### src/rtl/reaction_pkg.sv
// reaction_pkg: shared state encoding, BCD digit type and LFSR constants
// for the multi-player reaction timer.
package reaction_pkg;

  typedef enum logic [2:0] {
    ST_IDLE,
    ST_ARMED,
    ST_GO,
    ST_DONE,
    ST_FAULT
  } rtState_t;

  typedef logic [3:0] bcdDigit_t;

  // x^16 + x^14 + x^13 + x^11 + 1, shifting left with feedback into bit 0
  localparam logic [15:0] LFSR_SEED = 16'hACE1;
  localparam logic [15:0] LFSR_TAPS = 16'hB400;

  function automatic logic [15:0] lfsrNext(input logic [15:0] cur);
    return {cur[14:0], ^(cur & LFSR_TAPS)};
  endfunction

endpackage

### src/rtl/reaction_timer_mp_bcd_chain_counter.sv
// bcd_chain_counter: DIGITS-wide rippling BCD up-counter with synchronous
// clear, count enable, and an all-nines flag that also stops counting.
module bcd_chain_counter
  import reaction_pkg::*;
#(
  parameter int DIGITS = 4
) (
  input  logic                  clk,
  input  logic                  rst_n,
  input  logic                  clr,
  input  logic                  en,
  output logic [4*DIGITS-1:0]   value,
  output logic                  sat
);

  bcdDigit_t digitQ [DIGITS];
  bcdDigit_t digitD [DIGITS];
  logic      allNine;
  logic      carry;

  // Saturation: every digit showing 9
  always_comb begin
    allNine = 1'b1;
    for (int i = 0; i < DIGITS; i++) begin
      if (digitQ[i] != 4'd9) allNine = 1'b0;
    end
  end

  // Ripple increment: a 9 rolls to 0 and passes the carry upward
  always_comb begin
    carry = en & ~allNine;
    for (int i = 0; i < DIGITS; i++) begin
      digitD[i] = digitQ[i];
      if (carry) begin
        if (digitQ[i] == 4'd9) begin
          digitD[i] = 4'd0;
        end else begin
          digitD[i] = digitQ[i] + 4'd1;
          carry     = 1'b0;
        end
      end
    end
  end

  // Digit registers
  always_ff @(posedge clk or negedge rst_n) begin
    if (!rst_n) begin
      for (int i = 0; i < DIGITS; i++) digitQ[i] <= 4'd0;
    end else if (clr) begin
      for (int i = 0; i < DIGITS; i++) digitQ[i] <= 4'd0;
    end else begin
      for (int i = 0; i < DIGITS; i++) digitQ[i] <= digitD[i];
    end
  end

  // Pack digits, least significant digit in the low nibble
  always_comb begin
    value = '0;
    for (int i = 0; i < DIGITS; i++) value[4*i +: 4] = digitQ[i];
  end

  assign sat = allNine;

endmodule

### src/rtl/reaction_timer_mp.sv
// reaction_timer_mp: multi-player reaction timer. A start pulse arms a
// random delay; when it expires go lights and elapsed ticks count in BCD
// until the first player presses stop. Pressing before go is a false start.
// Build option: define REACTION_BEST_SCORE_EN to keep a best-time register;
// otherwise best_bcd reads all nines and clear_best is ignored.
//
// state    | meaning
// ST_IDLE  | after reset, waiting for start
// ST_ARMED | random delay running, go low, stop = false start
// ST_GO    | go high, elapsed time counting, stop ends the round
// ST_DONE  | round over (stop or saturation), results held
// ST_FAULT | false start recorded, results held
module reaction_timer_mp
  import reaction_pkg::*;
#(
  parameter  int NUM_PLAYERS = 2,
  parameter  int DIGITS      = 4,
  parameter  int TICK_DIV    = 50000,
  parameter  int MIN_DELAY   = 1000,
  parameter  int RAND_BITS   = 11,
  localparam int WIN_W       = (NUM_PLAYERS > 1) ? $clog2(NUM_PLAYERS) : 1
) (
  input  logic                   clk,
  input  logic                   rst_n,
  input  logic                   start,
  input  logic [NUM_PLAYERS-1:0] stop,
  input  logic                   clear_best,
  output logic                   go,
  output logic [4*DIGITS-1:0]    time_bcd,
  output logic [4*DIGITS-1:0]    best_bcd,
  output logic [WIN_W-1:0]       winner,
  output logic                   fault,
  output logic                   timeout,
  output logic                   done,
  output logic                   busy
);

  localparam int DIV_W   = (TICK_DIV > 1) ? $clog2(TICK_DIV) : 1;
  localparam int DLY_RAW = $clog2(MIN_DELAY + (1 << RAND_BITS));
  localparam int DLY_W   = (DLY_RAW < 1) ? 1 : DLY_RAW;
  localparam logic [4*DIGITS-1:0] ALL_NINES = {DIGITS{4'h9}};

  rtState_t          stateQ, stateD;
  logic [15:0]       lfsrQ;
  logic [DIV_W-1:0]  divCnt;
  logic [DLY_W-1:0]  delayCnt;
  logic              tick;
  logic              stopAny;
  logic [WIN_W-1:0]  stopIdx;
  logic              timeSat;
  logic              timeEn;
  logic              loadDelay;
  logic              enterGo;
  logic              enterDone;
  logic              enterFault;
  logic              setTimeout;

  assign tick    = (divCnt == DIV_W'(TICK_DIV - 1));
  assign stopAny = |stop;

  // Lowest-numbered pressed stop wins a tie
  always_comb begin
    stopIdx = '0;
    for (int i = NUM_PLAYERS - 1; i >= 0; i--) begin
      if (stop[i]) stopIdx = WIN_W'(i);
    end
  end

  // State register
  always_ff @(posedge clk or negedge rst_n) begin
    if (!rst_n) stateQ <= ST_IDLE;
    else        stateQ <= stateD;
  end

  // Next state; start overrides everything, including a same-cycle stop
  always_comb begin
    stateD     = stateQ;
    loadDelay  = 1'b0;
    enterGo    = 1'b0;
    enterDone  = 1'b0;
    enterFault = 1'b0;
    setTimeout = 1'b0;
    if (start) begin
      stateD    = ST_ARMED;
      loadDelay = 1'b1;
    end else begin
      case (stateQ)
        ST_ARMED: begin
          if (stopAny) begin
            stateD     = ST_FAULT;
            enterFault = 1'b1;
          end else if ((delayCnt == '0) || (tick && (delayCnt == DLY_W'(1)))) begin
            stateD  = ST_GO;
            enterGo = 1'b1;
          end
        end
        ST_GO: begin
          if (timeSat) begin
            stateD     = ST_DONE;
            enterDone  = 1'b1;
            setTimeout = 1'b1;
          end else if (stopAny) begin
            stateD    = ST_DONE;
            enterDone = 1'b1;
          end
        end
        default: ;
      endcase
    end
  end

  // Free-running LFSR supplying the random part of the delay
  always_ff @(posedge clk or negedge rst_n) begin
    if (!rst_n) lfsrQ <= LFSR_SEED;
    else        lfsrQ <= lfsrNext(lfsrQ);
  end

  // Tick divider, realigned whenever ARMED or GO is entered
  always_ff @(posedge clk or negedge rst_n) begin
    if (!rst_n)                    divCnt <= '0;
    else if (loadDelay || enterGo) divCnt <= '0;
    else if (tick)                 divCnt <= '0;
    else                           divCnt <= divCnt + DIV_W'(1);
  end

  // Random delay down-counter, one step per tick while ARMED
  always_ff @(posedge clk or negedge rst_n) begin
    if (!rst_n) begin
      delayCnt <= '0;
    end else if (loadDelay) begin
      delayCnt <= DLY_W'(MIN_DELAY) + DLY_W'(lfsrQ[RAND_BITS-1:0]);
    end else if ((stateQ == ST_ARMED) && tick && (delayCnt != '0)) begin
      delayCnt <= delayCnt - DLY_W'(1);
    end
  end

  // Elapsed time only advances on ticks where the round carries on in GO
  assign timeEn = (stateQ == ST_GO) && tick && (stateD == ST_GO);

  bcd_chain_counter #(
    .DIGITS (DIGITS)
  ) uTimeCnt (
    .clk   (clk),
    .rst_n (rst_n),
    .clr   (loadDelay | enterGo),
    .en    (timeEn),
    .value (time_bcd),
    .sat   (timeSat)
  );

  // Round result flags; cleared by start, set on round end, held otherwise
  always_ff @(posedge clk or negedge rst_n) begin
    if (!rst_n) begin
      done    <= 1'b0;
      fault   <= 1'b0;
      timeout <= 1'b0;
      winner  <= '0;
    end else begin
      done <= enterDone | enterFault;
      if (loadDelay) begin
        fault   <= 1'b0;
        timeout <= 1'b0;
        winner  <= '0;
      end else begin
        if (enterFault) begin
          fault  <= 1'b1;
          winner <= stopIdx;
        end
        if (enterDone) begin
          if (setTimeout) timeout <= 1'b1;
          else            winner  <= stopIdx;
        end
      end
    end
  end

  assign go   = (stateQ == ST_GO);
  assign busy = (stateQ == ST_ARMED) || (stateQ == ST_GO);

`ifdef REACTION_BEST_SCORE_EN
  logic [4*DIGITS-1:0] bestQ;

  // Best time: BCD compares like binary; clear wins over a same-edge update
  always_ff @(posedge clk or negedge rst_n) begin
    if (!rst_n)                                              bestQ <= ALL_NINES;
    else if (clear_best)                                     bestQ <= ALL_NINES;
    else if (enterDone && !setTimeout && (time_bcd < bestQ)) bestQ <= time_bcd;
  end

  assign best_bcd = bestQ;
`else
  logic unusedClearBest;
  assign unusedClearBest = clear_best;
  assign best_bcd        = ALL_NINES;
`endif

endmodule

### config.mk
export PLATFORM = sky130hd
export DESIGN_NAME = reaction_timer_mp
export DESIGN_NICKNAME = d
export VERILOG_FILES = /design/src/rtl/reaction_pkg.sv /design/src/rtl/reaction_timer_mp_bcd_chain_counter.sv /design/src/rtl/reaction_timer_mp.sv
export SDC_FILE = /design/constraint.sdc
export NUM_CORES = 1
export LEC_CHECK = 0
export CAP_MARGIN = 20
export CORE_ASPECT_RATIO = 0.8
export CORE_MARGIN = 2
export CORE_UTILIZATION = 40
export DETAILED_ROUTE_END_ITERATION = 8
export GPL_TIMING_DRIVEN = 0
export PLACE_DENSITY = 0.6
export SYNTH_ARGS = -nofsm -noshare
export SYNTH_HDL_FRONTEND = slang
export SYNTH_SLANG_ARGS = --single-unit
### constraint.sdc
create_clock -name clk -period 2 [get_ports clk]
set_input_delay 0.2 -clock clk [delete_from_list [all_inputs] [get_ports clk]]
set_output_delay 0.2 -clock clk [all_outputs]
set_load 0.005 [all_outputs]
* Word-level counts from Yosys, hierarchy flattened
Cells that the tools add are included.
** Storage, ports and cells
- Flip-flop bits (word level) :: 67
- Bits of input ports :: 6
- Output and inout port bits :: 38
- Word-level logic and storage cells :: 111
** Operators by class
- $add $sub $neg :: 7
- Equality and inequality tests :: 13
- Muxes and demuxes :: 54
- Bitwise operators :: 4
- Reduce and logical (&&, ||, !) cells :: 21
** Operators with widths (number)
- $mux W16 :: 3
- $mux W1 :: 35
- $mux W4 :: 8
- $mux W12 :: 2
- $add A16 B1 Y16 const B :: 1
- $add A4 B1 Y4 const B :: 4
- $eq A16 B16 Y1 const B :: 1
- $eq A4 B4 Y1 const B :: 4
- $ne A4 B4 Y1 const B :: 4
- $reduce_bool A2 Y1 :: 8
- $reduce_xor A16 Y1 :: 1
- $mux W3 :: 5
- $add A10 B11 Y12 const A :: 1
- $eq A12 B1 Y1 const B :: 1
- $logic_not A12 Y1 :: 1
- $reduce_bool A12 Y1 :: 1
- $sub A12 B1 Y12 const B :: 1
- $eq A3 B2 Y1 const B :: 2
- $pmux W3 S2 :: 1
- $logic_and A1 B1 Y1 :: 5
- $eq A3 B1 Y1 const B :: 1
- $logic_or A1 B1 Y1 :: 3
- $or A1 B1 Y1 :: 2
- $reduce_and A2 Y1 :: 1
- 3 further kinds :: 3

* Logic depth before layout (Yosys ltp)
Gate-level depths: netlist of the first run.
- Depth in word-level cells :: 16
- Gate-level depth with buffers :: 9
- Mapped depth without buffers :: 7

* Hierarchy
A second synthesis of the first run with hierarchy kept.
** Second synthesis, totals
- Cells, all modules :: 351
- Area total of the unflattened synthesis :: 3612.2 sq um
** Modules (own cells, without submodules)
- reaction_timer_mp :: instances 1, cells an instance 248, area each 2607.5 sq um, seq. area each 1286.2 sq um
- bcd_chain_counter :: instances 1, cells an instance 103, area each 1004.7 sq um, seq. area each 400.4 sq um

* Worst setup path before layout of the first run
No wires, ideal clock.
- Kind :: register -> register
- Start :: reg uTimeCnt.digitQ, in the netlist uTimeCnt.value[9]
- End :: reg uTimeCnt.digitQ, in the netlist uTimeCnt.value[11]
- Setup time :: 0.135 ns
- Arrival time :: 1.909 ns
- Data required time :: 1.865 ns
- Path slack :: -0.044 ns
- Cell stages (with the launch flop) :: 10
- Buffers on the path :: 2
- Period minus slack after synthesis :: 2.044 ns
- Cells stage by stage :: dfrtp_1 > inv_1 > ha_1 > and3b_1 > clkbuf_1 > nand4_2 > and4_1 > buf_2 > a41oi_1 > o32ai_2
** Between the ends
- Longest elaborated chain between the ends :: 12
- Elaborated cells on any way between the ends :: 18
- Classes of those cells :: add/sub (1); eq/ne (3); mux (10); bitwise (2); reduce/logical (2)
** RTL lines
- from (decl) :: line reaction_timer_mp_bcd_chain_counter.sv:16 : bcdDigit_t digitQ [DIGITS];
- $ne A4 B4 Y1 :: line reaction_timer_mp_bcd_chain_counter.sv:25 : if (digitQ[i] != 4'd9) allNine = 1'b0;
- $mux W1 (2 in series) :: line reaction_timer_mp_bcd_chain_counter.sv:25
- $mux W3 :: line reaction_timer_mp.sv:98 : if (timeSat) begin
- $pmux W3 S2 :: line reaction_timer_mp.sv:87 : case (stateQ)
- $mux W3 :: line reaction_timer_mp.sv:83 : if (start) begin
- $eq A3 B2 Y1 :: line reaction_timer_mp.sv:138 : assign timeEn = (stateQ == ST_GO) && tick && (stateD == ST_GO);
- $logic_and A1 B1 Y1 :: line reaction_timer_mp.sv:138
- $and A1 B1 Y1 :: line reaction_timer_mp_bcd_chain_counter.sv:31 : carry = en & ~allNine;
- $mux W1 (2 in series) :: line reaction_timer_mp_bcd_chain_counter.sv:34 : if (carry) begin
- $reduce_bool A2 Y1 (no source line)
Several ways; a longest one is shown, not always the timed one. The select of a mux whose other input is x is not followed.
A chain may end at the register's enable or synchronous reset.

* Worst setup path after layout of the first run
- Start :: reg uTimeCnt.digitQ, in the netlist uTimeCnt.value[1]
- End :: reg uTimeCnt.digitQ, in the netlist uTimeCnt.value[13]
** Between the ends
- Longest elaborated chain between the ends :: 15
- Elaborated cells on any way between the ends :: 18
- Classes of those cells :: eq/ne (3); mux (11); bitwise (2); reduce/logical (2)
** RTL lines (line)
- $ne A4 B4 Y1 :: reaction_timer_mp_bcd_chain_counter.sv:25
- $mux W1 (4 in series) :: reaction_timer_mp_bcd_chain_counter.sv:25
- $mux W3 :: reaction_timer_mp.sv:98
- $pmux W3 S2 :: reaction_timer_mp.sv:87
- $mux W3 :: reaction_timer_mp.sv:83
- $eq A3 B2 Y1 :: reaction_timer_mp.sv:138
- $logic_and A1 B1 Y1 :: reaction_timer_mp.sv:138
- $and A1 B1 Y1 :: reaction_timer_mp_bcd_chain_counter.sv:31
- $mux W1 (*) (3 in series) :: reaction_timer_mp_bcd_chain_counter.sv:34
- $reduce_bool A2 Y1 (no source line) (*)
Mark *: on every way between the ends. The rest lies on a longest branch, timed or not.

==> results.sh, run 1 <==
export IMPL_ys_ff_latch=67
export IMPL_start_kind="register"
export IMPL_pre_cts_ws_ps=-605
export IMPL_power_leakage_nw=2.14
export IMPL_synth_async_reset_ratio=1.00
export IMPL_skew_ps=3.74
export IMPL_failed_checks="DRC, hold timing, setup timing"
export IMPL_setup_viol=1
export IMPL_synth_edf_count=0
export IMPL_tightest_slew_ps=898
export IMPL_routed_wl_um=9120
export IMPL_wire_per_inst_um=15.4
export IMPL_layout_drive_gt1_share=0.298
export IMPL_ios=44
export IMPL_antenna_found_initial=0
export IMPL_gp_congestion=0.816
export IMPL_die_height_um=91.2
export IMPL_reg2reg_depth=9
export IMPL_crit_type="reg -> reg"
export IMPL_p_per_area_nw_per_um2=632
export IMPL_final_cell_mix="dfrtp_1, buf_4, nor2_1"
export IMPL_grt_usage=0.184
export IMPL_finalCritPeriodShare=1.01
export IMPL_synth_compound_area_frac=0.111
export IMPL_cts_tree="yes"
export IMPL_fin_nets=491
export IMPL_die_area_sq_um=10300
export IMPL_synth_area_sq_um=3800
export IMPL_postLayoutCoreUtil=0.560
export IMPL_slew_violations=0
export IMPL_synth_top_family_by_area="simple AND/OR/NAND/NOR gates"
export IMPL_ys_seq_area_frac=0.444
export IMPL_grt_max_degree=68
export IMPL_seqCellArea_sq_um=1690
export IMPL_hold_buffers=0
export IMPL_antenna_left=0
export IMPL_vias=3094
export IMPL_cp_required_ps=2270
export IMPL_maxCapViolCount=0
export IMPL_stdcell_area_sq_um=5130
export IMPL_tns_ps=-18.9
export IMPL_path_clk_slew_ps=50
export IMPL_muxShareOfSynthArea=0.0132
export IMPL_timing_fmax_ghz=0.495
export IMPL_cp_startpoint="uTimeCnt.value[1]"
export IMPL_min_period_ps=2020
export IMPL_instances_no_fill=592
export IMPL_place_area_sq_um=4260
export IMPL_h_tree_depth=3
export IMPL_rsz0062_at_grt="true"
export IMPL_power_mw=3.24
export IMPL_crit_path_end_kind="register"
export IMPL_synth_area_per_cell_sq_um=9.90
export IMPL_critPathMaxFanout=4
export IMPL_vias_per_cell=5.23
export IMPL_netlist_instances=384
export IMPL_grt_pass1_vias=3078
export IMPL_cts_root_buf="clkbuf_16"
export IMPL_synth_xor_area_share=0.0691
export IMPL_num_antenna_cells=0
export IMPL_start_util=0.415
export IMPL_io_buffer_count=26
export IMPL_hpwl_um=5750
export IMPL_setup_ws_ps=-18.9
export IMPL_ys_warn_count=0
export IMPL_clock_sinks=67
export IMPL_nFillCells=804
export IMPL_dr_pass1_iters=6
export IMPL_grt_ovfl_total=0
export IMPL_yosysUniqueCellTypes=62
export IMPL_crit_path_end="uTimeCnt.value[13]"
export IMPL_holdWs_ps=-27.2
export IMPL_area_delta_synth_final_pct=35.0
export IMPL_dp_cells=539
export IMPL_synthSimpleGateAreaFrac=0.249
export IMPL_grt_pass1_wl_um=15200
export IMPL_hold_violations=3
export IMPL_relSlewSlack=0.401
export IMPL_status="finished with violations"
export IMPL_num_rows=31
export IMPL_synthAdderAreaFrac=0.0428
export IMPL_drt_iter0_markers=168
export IMPL_drc=6
export IMPL_core_sq_um=9150
export IMPL_multi_input_area_sq_um=2130
export IMPL_cts_max_path_buffers=2
export IMPL_rrSetupSlack_ps=-20
export IMPL_layout_commonest_cell="dfrtp_1"
export IMPL_die_w_um=113
export IMPL_worstPathArrival_ps=2290
export IMPL_clk_latency_ps=340
export IMPL_r2r_start="uTimeCnt.value[1]"
export IMPL_r2r_end="uTimeCnt.value[13]"
export IMPL_cts_made_buffers=9
export IMPL_hp_class="in -> async"
export IMPL_ys_flop_type="dfrtp_1"
export IMPL_ir_worst_vdd_mv=0.346
## layer usage
metal | up-vias | part of all wire | track usage
met2 | 67 | 0.46 | 0.279
li1 | 1511 | - | -
met1 | 1503 | 0.49 | 0.252
met5 | - | 0 | 0
met4 | 0 | 0.014 | 0.0671
met3 | 13 | 0.044 | 0.0507
## critical path, cell delays in order (launching register included)
cell,delay (ps)
dfrtp_1,370
inv_1,60
ha_2,170
nand3b_1,210
buf_6,200
buf_12,120
nor4_4,120
nand4_1,200
or3_1,370
a21oi_2,130
## sequential cells by signal, summed over array words and instances, names as in the netlist
name            count
stateQ              3
divCnt             16
done                1
uTimeCnt.value     16
lfsrQ              16
timeout             1
fault               1
winner              1
delayCnt           12
## cell families after synthesis
family | Yosys count
AO/OA/AOI/OAI | 58
adder cells (fa/ha/maj) | 13
flip-flops | 67
XOR/XNOR | 30
multiplexers | 5
AND/OR/NAND/NOR | 161
other | 2
buffers and inverters | 48
## how the worst min path moves through the flow
stage                       end  slack [ps]  cells after the start
finish                lfsrQ[12]         -30                      1
global route          lfsrQ[12]          60                      1
CTS                   lfsrQ[12]          20                      1
detailed placement    lfsrQ[15]         350                      0
global placement      lfsrQ[15]         340                      0
floorplan           delayCnt[0]        -100                      0
## area by class of cell
type,instances,share of cell area
Tap cell,115,0.0280
Buffer,27,0.0420
Inverter,19,0.0146
Timing Repair Buffer,65,0.112
Clock inverter,5,0.0102
Multi-Input combinational cell,283,0.416
Sequential cell,67,0.330
Clock buffer,11,0.0473
## repair_timing
item	4_1_cts	5_1_grt
resized for setup	24	50
setup endpoints to repair	44	41
buffers inserted	29	9
endpoints found under the hold margin	0	0
gates cloned	0	1
pin swaps	13	26
## report_power, final
part / switching, mW / leakage [nW] / internal [mW] / total [mW]
sequential: 0.0164 / 0.859 / 1.38 / 1.39
combinational: 0.154 / 1.14 / 0.121 / 0.276
clock: 0.581 / 0.145 / 0.991 / 1.57
## Yosys cell counts, types with 4 or more instances
cell	count	area [sq um]
a21o_1	4	30.0
a21oi_1	19	95.1
a31oi_1	4	25.0
and3_1	5	31.3
and3b_1	4	35.0
and4_1	4	35.0
buf_2	8	40.0
buf_4	17	128
dfrtp_1	59	1480
dfstp_2	8	210
ha_1	13	163
inv_1	18	67.6
mux2i_1	5	50.1
nand2_1	22	82.6
nand2b_1	4	25.0
nand3_1	14	70.1
nand4_1	9	56.3
nor2_1	48	180
nor3_1	12	60.1
nor4_1	8	50.1
o21ai_0	5	25.0
or3_1	8	50.1
xnor2_1	26	228
xor2_1	4	35.0
Note: power is estimated with default switching activity, not from simulation.
==> run 2: changes to the inputs <==
--- a/config.mk
+++ b/config.mk
@@ -7,7 +7,6 @@
 export LEC_CHECK = 0
 export CAP_MARGIN = 20
 export CORE_ASPECT_RATIO = 0.8
-export CORE_MARGIN = 2
 export CORE_UTILIZATION = 40
 export DETAILED_ROUTE_END_ITERATION = 8
 export GPL_TIMING_DRIVEN = 0
==> results.sh, run 2 (same netlist as run 1, synthesis figures left out) <==
export IMPL_slew_violations=0
export IMPL_grt_pass1_wl_um=14300
export IMPL_ios=44
export IMPL_worstPathArrival_ps=2330
export IMPL_die_w_um=111
export IMPL_r2r_end="uTimeCnt.value[5]"
export IMPL_min_period_ps=2070
export IMPL_tns_ps=-203
export IMPL_cts_tree="yes"
export IMPL_timing_fmax_ghz=0.482
export IMPL_r2r_start="uTimeCnt.value[1]"
export IMPL_tightest_slew_ps=849
export IMPL_grt_use_met3=0.0488
export IMPL_num_rows=31
export IMPL_hold_buffers=0
export IMPL_start_util=0.415
export IMPL_cp_startpoint="uTimeCnt.value[1]"
export IMPL_ir_worst_vdd_mv=0.423
export IMPL_antenna_left=0
export IMPL_power_leakage_nw=2.13
export IMPL_cp_slowest_cell="a2111oi_4"
export IMPL_p_per_area_nw_per_um2=684
export IMPL_instances_no_fill=589
export IMPL_clk_latency_ps=340
export IMPL_clock_sinks=67
export IMPL_rsz0062_at_grt="true"
export IMPL_final_cell_mix="dfrtp_1, buf_4, nor2_1"
export IMPL_h_tree_depth=3
export IMPL_cts_max_path_buffers=2
export IMPL_fin_nets=488
export IMPL_hpwl_um=5720
export IMPL_drt_iter0_markers=186
export IMPL_grt_max_degree=68
export IMPL_die_height_um=89.2
export IMPL_critPathMaxFanout=7
export IMPL_routed_wl_um=8860
export IMPL_critPathMaxStageDelay_ps=400
export IMPL_num_antenna_cells=0
export IMPL_grt_use_met2=0.285
export IMPL_failed_checks="DRC, hold timing, setup timing"
export IMPL_relSlewSlack=0.434
export IMPL_setup_ws_ps=-74.0
export IMPL_io_buffer_count=26
export IMPL_finalCritPeriodShare=1.04
export IMPL_grt_use_met1=0.258
export IMPL_area_delta_synth_final_pct=33.7
export IMPL_die_area_sq_um=9900
export IMPL_crit_path_end="uTimeCnt.value[5]"
export IMPL_vias_per_cell=5.20
export IMPL_drc=15
export IMPL_crit_path_end_kind="register"
export IMPL_cts_made_buffers=9
export IMPL_crit_chain="inv_1 -> ha_2 -> nand3b_1 -> a2111oi_4 -> nand4_4 -> or3_4 -> a21oi_2"
export IMPL_dp_cells=539
export IMPL_grt_usage=0.186
export IMPL_vias=3065
export IMPL_skew_ps=8.34
export IMPL_crit_type="reg -> reg"
export IMPL_wire_per_inst_um=15.0
export IMPL_grt_ovfl_total=0
export IMPL_grt_pass1_vias=2818
export IMPL_maxCapViolCount=0
export IMPL_antenna_found_initial=0
export IMPL_holdWs_ps=-45.2
export IMPL_layout_commonest_cell="dfrtp_1"
export IMPL_grt_busiest_layer="met2"
export IMPL_hp_class="in -> async"
export IMPL_layout_drive_gt1_share=0.291
export IMPL_core_sq_um=9150
export IMPL_power_mw=3.47
export IMPL_dr_pass1_iters=6
export IMPL_cp_required_ps=2260
export IMPL_setup_viol=4
export IMPL_path_clk_slew_ps=60
export IMPL_rrSetupSlack_ps=-70
export IMPL_postLayoutCoreUtil=0.555
export IMPL_status="finished with violations"
export IMPL_reg2reg_depth=7
export IMPL_start_kind="register"
export IMPL_gp_congestion=0.796
export IMPL_cts_root_buf="clkbuf_16"
export IMPL_hold_violations=27
==> run 2: cell types whose count changed in the layout (fill, tap and decap cells not counted), moves of 2 or more <==
| cell | delta |
|---|---|
| buf_6 | -3 |
| bufinv_16 | +2 |
| clkinv_2 | -3 |
| nor4_2 | +4 |
| nor4_4 | -4 |
==> run 2: worst min path at each step <==
stage / slack, ps / end / depth (start not counted) / from
final: -50 / delayCnt[9] / 1 / rst_n
after global routing: 40 / delayCnt[10] / 1 / rst_n
after CTS: 10 / stateQ[0] / 1 / rst_n
after detailed placement: 340 / lfsrQ[15] / 0 / lfsrQ[14]
after global placement: 340 / lfsrQ[15] / 0 / lfsrQ[14]
after floorplan: -100 / delayCnt[0] / 0 / rst_n
==> run 2: area by class of cell <==
| class | count | area [sq um] |
|---|---|---|
| multi-input cells | 283 | 2080 |
| clock buffers | 10 | 229 |
| well taps | 115 | 144 |
| fillers | 797 | 4070 |
| inverters | 19 | 75.1 |
| plain buffers | 27 | 211 |
| repair buffers | 62 | 533 |
| clock inverters | 6 | 114 |
| flip-flops and latches | 67 | 1690 |
==> run 2: power by group <==
group	internal, mW	leakage, nW	switching (mW)	total [mW]
registers	1.38	0.861	0.0146	1.39
clock network	1.22	0.159	0.598	1.82
logic	0.117	1.11	0.149	0.266
==> run 2: worst max-delay path, delay by kind of cell (launching register included) <==
| kind | cells | cell delay [ps] |
|---|---|---|
| AND/OR/NAND/NOR | 3 | 810 |
| AO/OA/AOI/OAI | 2 | 550 |
| flip-flops | 1 | 390 |
| adder cells (fa/ha/maj) | 1 | 170 |
| buffers and inverters | 1 | 70 |
==> run 2: repair_timing <==
| action | CTS | global route |
|---|---|---|
| pin swaps | 9 | 14 |
| gates cloned | 0 | 1 |
| buffers inserted | 18 | 17 |
| setup endpoints to repair | 40 | 44 |
| gates resized for setup | 25 | 37 |
==> run 2: metal layers <==
metal / wire (um) / part of all wire
met5: 0 / 0
met4: 76 / 0.0086
met3: 319 / 0.036
met2: 4100 / 0.46
met1: 4360 / 0.49
==> run 2: per-stage QoR <==
step	hold slack [ps]	instance area, sq um	setup slack, ps
after floorplan	-95.6	3860	7.11
after global placement	336	4270	-1570
after detailed placement	345	4260	-569
after CTS	14.1	4820	-32.3
after global routing	43.8	5080	-173
final	-45.2	5080	-74.0
==> run 3: changes to the inputs <==
--- a/config.mk
+++ b/config.mk
@@ -5,7 +5,6 @@
 export SDC_FILE = /design/constraint.sdc
 export NUM_CORES = 1
 export LEC_CHECK = 0
-export CAP_MARGIN = 20
 export CORE_ASPECT_RATIO = 0.8
 export CORE_UTILIZATION = 40
 export DETAILED_ROUTE_END_ITERATION = 8
==> results of run 3 <==
Same layout as run 2: the final DEF is identical, and so are final timing and power.
